--- src/rtl/sort_pipe.sv ---
// rtl/sort_pipe.sv - pipelined odd-even transposition sorter with per-vector direction
//
// Ports:
//   clk, rst              single clock, synchronous active-high reset
//   in_valid/in_ready     input handshake; in_data carries N elements of W bits (element i at [i*W +: W])
//   in_dir_en/in_desc     per-vector direction select (in_desc used when in_dir_en = 1, else DESC_DEFAULT)
//   out_valid/out_ready   output handshake; out_data is the sorted vector, out_desc the direction applied
//   busy                  any stage holds a valid vector
module sort_pipe #(
    parameter int W            = 9,
    parameter int N            = 9,
    parameter int DESC_DEFAULT = 0
) (
    input  logic             clk,
    input  logic             rst,
    input  logic             in_valid,
    output logic             in_ready,
    input  logic [N*W-1:0]   in_data,
    input  logic             in_dir_en,
    input  logic             in_desc,
    output logic             out_valid,
    input  logic             out_ready,
    output logic [N*W-1:0]   out_data,
    output logic             out_desc,
    output logic             busy
);

    // One compare-exchange layer: pairs (j, j+1) with j of the given parity.
    // Equal elements are never swapped, which keeps the sort stable.
    function automatic logic [N*W-1:0] cx_layer(input logic [N*W-1:0] v,
                                                input logic odd,
                                                input logic desc);
        logic [N*W-1:0] r;
        logic [W-1:0]   a;
        logic [W-1:0]   b;
        r = v;
        for (int j = 0; j < N - 1; j++) begin
            if ((j % 2) == int'(odd)) begin
                a = v[j*W +: W];
                b = v[(j+1)*W +: W];
                if (desc ? (a < b) : (a > b)) begin
                    r[j*W +: W]     = b;
                    r[(j+1)*W +: W] = a;
                end
            end
        end
        return r;
    endfunction

    logic [N*W-1:0] data_q    [N];
    logic [N-1:0]   valid_q;
    logic [N-1:0]   desc_q;

    logic [N*W-1:0] stage_in  [N];
    logic [N*W-1:0] stage_out [N];
    logic [N-1:0]   stage_dir;

    logic           in_dir;
    logic           stall;

    assign in_dir = in_dir_en ? in_desc : (DESC_DEFAULT != 0);

    // The whole pipeline freezes while the last stage waits on the consumer,
    // so in_ready only depends on out_ready and the last valid bit.
    assign stall    = valid_q[N-1] & ~out_ready;
    assign in_ready = ~stall;

    genvar k;
    generate
        for (k = 0; k < N; k++) begin : g_stage
            if (k == 0) begin : g_first
                assign stage_in[k]  = in_data;
                assign stage_dir[k] = in_dir;
            end else begin : g_rest
                assign stage_in[k]  = data_q[k-1];
                assign stage_dir[k] = desc_q[k-1];
            end
            assign stage_out[k] = cx_layer(stage_in[k], 1'((k % 2) == 1), stage_dir[k]);
        end
    endgenerate

    // Bubbles advance like real entries; their data is don't-care but still
    // deterministic because it is just the layer applied to whatever came in.
    always_ff @(posedge clk) begin
        if (rst) begin
            valid_q <= '0;
            desc_q  <= '0;
            for (int i = 0; i < N; i++) begin
                data_q[i] <= '0;
            end
        end else if (!stall) begin
            valid_q <= {valid_q[N-2:0], in_valid};
            desc_q  <= stage_dir;
            for (int i = 0; i < N; i++) begin
                data_q[i] <= stage_out[i];
            end
        end
    end

    assign out_valid = valid_q[N-1];
    assign out_data  = data_q[N-1];
    assign out_desc  = desc_q[N-1];
    assign busy      = |valid_q;

endmodule

--- config.mk ---
export PLATFORM = sky130hd
export DESIGN_NAME = sort_pipe
export DESIGN_NICKNAME = d
export VERILOG_FILES = /design/src/rtl/sort_pipe.sv
export SDC_FILE = /design/constraint.sdc
export NUM_CORES = 2
export LEC_CHECK = 0
export ABC_AREA = 0
export ABC_CLOCK_PERIOD_IN_PS = 60700
export BUFFER_PORTS_ARGS = -buffer_cell sky130_fd_sc_hd__buf_2
export CELL_PAD_IN_SITES_DETAIL_PLACEMENT = 1
export CELL_PAD_IN_SITES_GLOBAL_PLACEMENT = 2
export CORE_MARGIN = 5
export CORE_UTILIZATION = 45
export CTS_CLUSTER_DIAMETER = 60
export CTS_CLUSTER_SIZE = 16
export DETAILED_ROUTE_END_ITERATION = 8
export PLACE_DENSITY_LB_ADDON = 0.12
export SKIP_CTS_REPAIR_TIMING = 1
export SYNTH_ARGS = -nofsm -noshare
export SYNTH_HDL_FRONTEND = slang
export SYNTH_SLANG_ARGS = --single-unit
--- constraint.sdc ---
create_clock -name clk -period 60.7 [get_ports clk]
set_input_delay 9.105 -clock clk [delete_from_list [all_inputs] [get_ports clk]]
set_output_delay 9.105 -clock clk [all_outputs]
set_load 0.02 [all_outputs]
==> flow_results.xml <==
<?xml version="1.0" encoding="UTF-8"?>
<metrics>
  <group name="min_path">
    <metric name="holdCritStartpoint" unit="">desc_q[8]$_SDFFE_PP0N_</metric>
    <metric name="hold_class" unit="">reg2reg</metric>
  </group>
  <group name="sta">
    <metric name="final.setup_skew" unit="ps">27.2</metric>
    <metric name="maxSlewHeadroom" unit="%">4.60</metric>
    <metric name="report.final.setup_viol" unit="">0</metric>
    <metric name="achievable-frequency" unit="MHz">52.4</metric>
    <metric name="finalCritPeriodShare" unit="%">31.5</metric>
    <metric name="timing_max_transition_violations_final" unit="">0</metric>
    <metric name="hold_viol_final" unit="">0</metric>
    <metric name="tightest_slew" unit="ps">1430</metric>
    <metric name="rsz_0062_raised_after_global_routing" unit="">false</metric>
    <metric name="min_period" unit="ps">19100</metric>
    <metric name="accumulated_negative_setup_slack" unit="ps">0</metric>
  </group>
  <group name="synthesis">
    <metric name="yosys-top-cells-area" unit="">edfxtp_1 (42%), and3_1 (8.2%), ha_1 (7.8%)</metric>
    <metric name="synth_top_cell_area_share" unit="%">42.0</metric>
    <metric name="syn_std_cell_area" unit="sq um">52100</metric>
    <metric name="synth-edff-count" unit="">729</metric>
    <metric name="ys_async_sr_fraction" unit="%">0</metric>
    <metric name="synthesis.nets" unit="">5570</metric>
    <metric name="yosys_warnings" unit="">0</metric>
    <metric name="library_cells_used_by_synthesis" unit="">50</metric>
    <metric name="synth.avg_cell_area" unit="sq um">10.1</metric>
    <metric name="ys_seq_elements" unit="">747</metric>
    <metric name="synth_sequential_area_ratio" unit="%">42.7</metric>
    <metric name="synthFlopType" unit="">edfxtp_1</metric>
    <metric name="postSynthCellCount" unit="">5159</metric>
    <metric name="area_leader_netlist" unit="">edfxtp_1</metric>
  </group>
  <group name="pwr">
    <metric name="power.leakage" unit="nW">23.4</metric>
    <metric name="power_density" unit="nW/um^2">37.9</metric>
    <metric name="vdd_drop_max" unit="mV">0.0304</metric>
  </group>
  <group name="route">
    <metric name="drt.antenna.violating_nets" unit="">0</metric>
    <metric name="avgRoutedWirePerCell" unit="um">23.1</metric>
    <metric name="first_pass_iters" unit="">5</metric>
    <metric name="number_of_vias_after_detailed_routing" unit="">41000</metric>
    <metric name="drt-total-wl" unit="um">152000</metric>
    <metric name="detail_route.vias_per_cell" unit="">6.21</metric>
    <metric name="drt_iter0_drc" unit="">2920</metric>
    <metric name="route.detailed.drc" unit="">0</metric>
  </group>
  <group name="die">
    <metric name="fp.dieArea" unit="sq um">123000</metric>
    <metric name="io_pins" unit="">172</metric>
    <metric name="floorplan.initialDensity" unit="%">45.4</metric>
    <metric name="num_rows" unit="">124</metric>
    <metric name="design.core.area" unit="sq um">115000</metric>
    <metric name="dieWidth" unit="um">350</metric>
    <metric name="die_y" unit="um">350</metric>
  </group>
  <group name="final_layout">
    <metric name="layout-drive-gt1-share" unit="%">8.98</metric>
    <metric name="final_cell_mix" unit="">edfxtp_1 (729), and3_1 (686), mux2i_1 (360), nand2_1 (353), a211oi_1 (339)</metric>
    <metric name="post-route-cell-area" unit="sq um">56200</metric>
    <metric name="post_layout_nonfiller_instances" unit="">6602</metric>
    <metric name="area.growth.synth_to_final" unit="%">7.99</metric>
    <metric name="diodes" unit="">0</metric>
    <metric name="nFillCells" unit="">12558</metric>
    <metric name="nNetsFinal" unit="">5430</metric>
    <metric name="most_frequent_standard_cell_in_the_layout_excluding_fill_and_tap_cells" unit="">edfxtp_1</metric>
  </group>
  <group name="clock_tree">
    <metric name="cts_root_buf" unit="">clkbuf_16</metric>
    <metric name="worstSkewPairLatency" unit="ps">670</metric>
    <metric name="cts_buf_count" unit="">87</metric>
    <metric name="tritoncts" unit="">built</metric>
    <metric name="clkSinkCount" unit="">747</metric>
    <metric name="clk_transition_reported_paths" unit="ps">60</metric>
    <metric name="maximum_count_of_clock_buffers_along_a_single_path" unit="">3</metric>
    <metric name="cts_max_level" unit="">3</metric>
  </group>
  <group name="setup_path">
    <metric name="timing.critical_path.required" unit="ps">51590</metric>
    <metric name="setup.worst_path.start" unit="">out_ready</metric>
    <metric name="setup.worst_path.class" unit="">in2out</metric>
    <metric name="regToRegStartpoint" unit="">valid_q[8]$_SDFFE_PP0N_</metric>
    <metric name="worstPathArrival" unit="ps">9990</metric>
    <metric name="timing.critical_path.fanout_max" unit="">21</metric>
    <metric name="worst_setup_path_start_kind" unit="">input port</metric>
    <metric name="worstSetupEndpointType" unit="">primary output</metric>
  </group>
  <group name="global_routing">
    <metric name="grt_first_pass_wirelength" unit="um">240000</metric>
    <metric name="pin_count_of_the_biggest_net_entering_global_routing" unit="">246</metric>
    <metric name="via_count_of_the_first_global_routing_pass" unit="">41551</metric>
    <metric name="grt_antenna_before_repair" unit="">2</metric>
    <metric name="total_congestion_overflow" unit="">0</metric>
    <metric name="grt_usage" unit="%">24.2</metric>
  </group>
  <group name="run">
    <metric name="cap_violations" unit="">0</metric>
  </group>
  <group name="placement">
    <metric name="gp_congestion" unit="">0.814</metric>
    <metric name="dp_hpwl" unit="um">105000</metric>
    <metric name="port_buffers" unit="">171</metric>
    <metric name="detailed_place.area" unit="sq um">53300</metric>
    <metric name="dpl.cell_count" unit="">6442</metric>
  </group>
  <group name="run_status">
    <metric name="run_status" unit="">finished clean</metric>
  </group>
</metrics>
[state kept, by name (all words and copies together) (netlist names)]
name / flops
data_q: 729
desc_q: 9
valid_q: 9
[area by class of cell]
class	count	area, sq um	share of cell area, %
Multi-Input combinational cell	3603	26400	47.0
Sequential cell	747	22300	39.6
Clock buffer	94	2250	3.99
Tap cell	1512	1890	3.36
Timing Repair Buffer	246	1460	2.59
Inverter	334	1250	2.23
Clock inverter	66	681	1.21
[where the power goes]
| part | switching [mW] | leakage (nW) | internal, mW |
|---|---|---|---|
| clock | 0.242 | 1.43 | 0.296 |
| sequential | 0.0609 | 9.03 | 0.616 |
| combinational | 0.619 | 12.9 | 0.294 |
| total | 0.922 | 23.4 | 1.21 |
[synthesized netlist by cell type (all sizes together), types with 8 or more instances]
master and instances:
edfxtp 729, and3 686, mux2i 376, nand2 353, a211oi 339, inv 334, a2111oi 331, clkbuf 326
ha 324, nand3 284, o21ai 202, buf 149, o31ai 127, a21oi 99, and2 99, nor2 90
a211o 35, nor3 35, nand4 25, o21a 20, nand2b 19, nand3b 19, a311oi 18, dfxtp 18
and4 17, o211ai 17, o41a 17, o41ai 17, a21o 15, o21bai 8
[metrics by stage]
stage / power, mW / setup WS (ps) / hold WS, ps / utilization, %
after floorplan: 1.36 / 32810 / 445 / -
after detailed placement: 1.59 / 41590 / 444 / 46.5
final: 2.13 / 41600 / 452 / 49.0
after global routing: 2.25 / 41530 / 484 / 49.0
after CTS: 2.14 / 41590 / 455 / 49.0
after global placement: 1.59 / 41560 / 440 / 46.5
[worst paths after layout]
check | end | slack (ps) | cells past startpoint
setup / recovery | in_ready | 41600 | 5
hold / removal | desc_q[8]$_SDFFE_PP0N_ | 450 | 2
hold reg to reg | desc_q[8]$_SDFFE_PP0N_ | 450 | 2
setup reg to reg | data_q[0][642]$_SDFFCE_PN0P_ | 56370 | 6
[kinds of logic after synthesis]
kind of cell / share of synthesized area (%)
buffers and inverters: 7.04
AO/OA/AOI/OAI: 18.3
AND/OR/NAND/NOR: 16.9
multiplexers: 7.32
flip-flops: 42.7
adder cells (fa/ha/maj): 7.79
[routing by layer]
metal / wire [um] / global-route usage [%] / part of all wire (%) / vias to the layer above
li1: - / - / - / 19763
met1: 65800 / 30.5 / 43 / 20400
met2: 76000 / 42.7 / 50 / 592
met3: 4180 / 2.96 / 2.7 / 241
met4: 6210 / 9.29 / 4.1 / 4
met5: 21 / 0 / 0.014 / -
[worst max-delay path, stage by stage]
cell,delay [ps]
buf_2,100
nor2b_2,90
buf_4,270
inv_2,210
buf_2,210
Note: power is estimated with default switching activity, not from simulation.
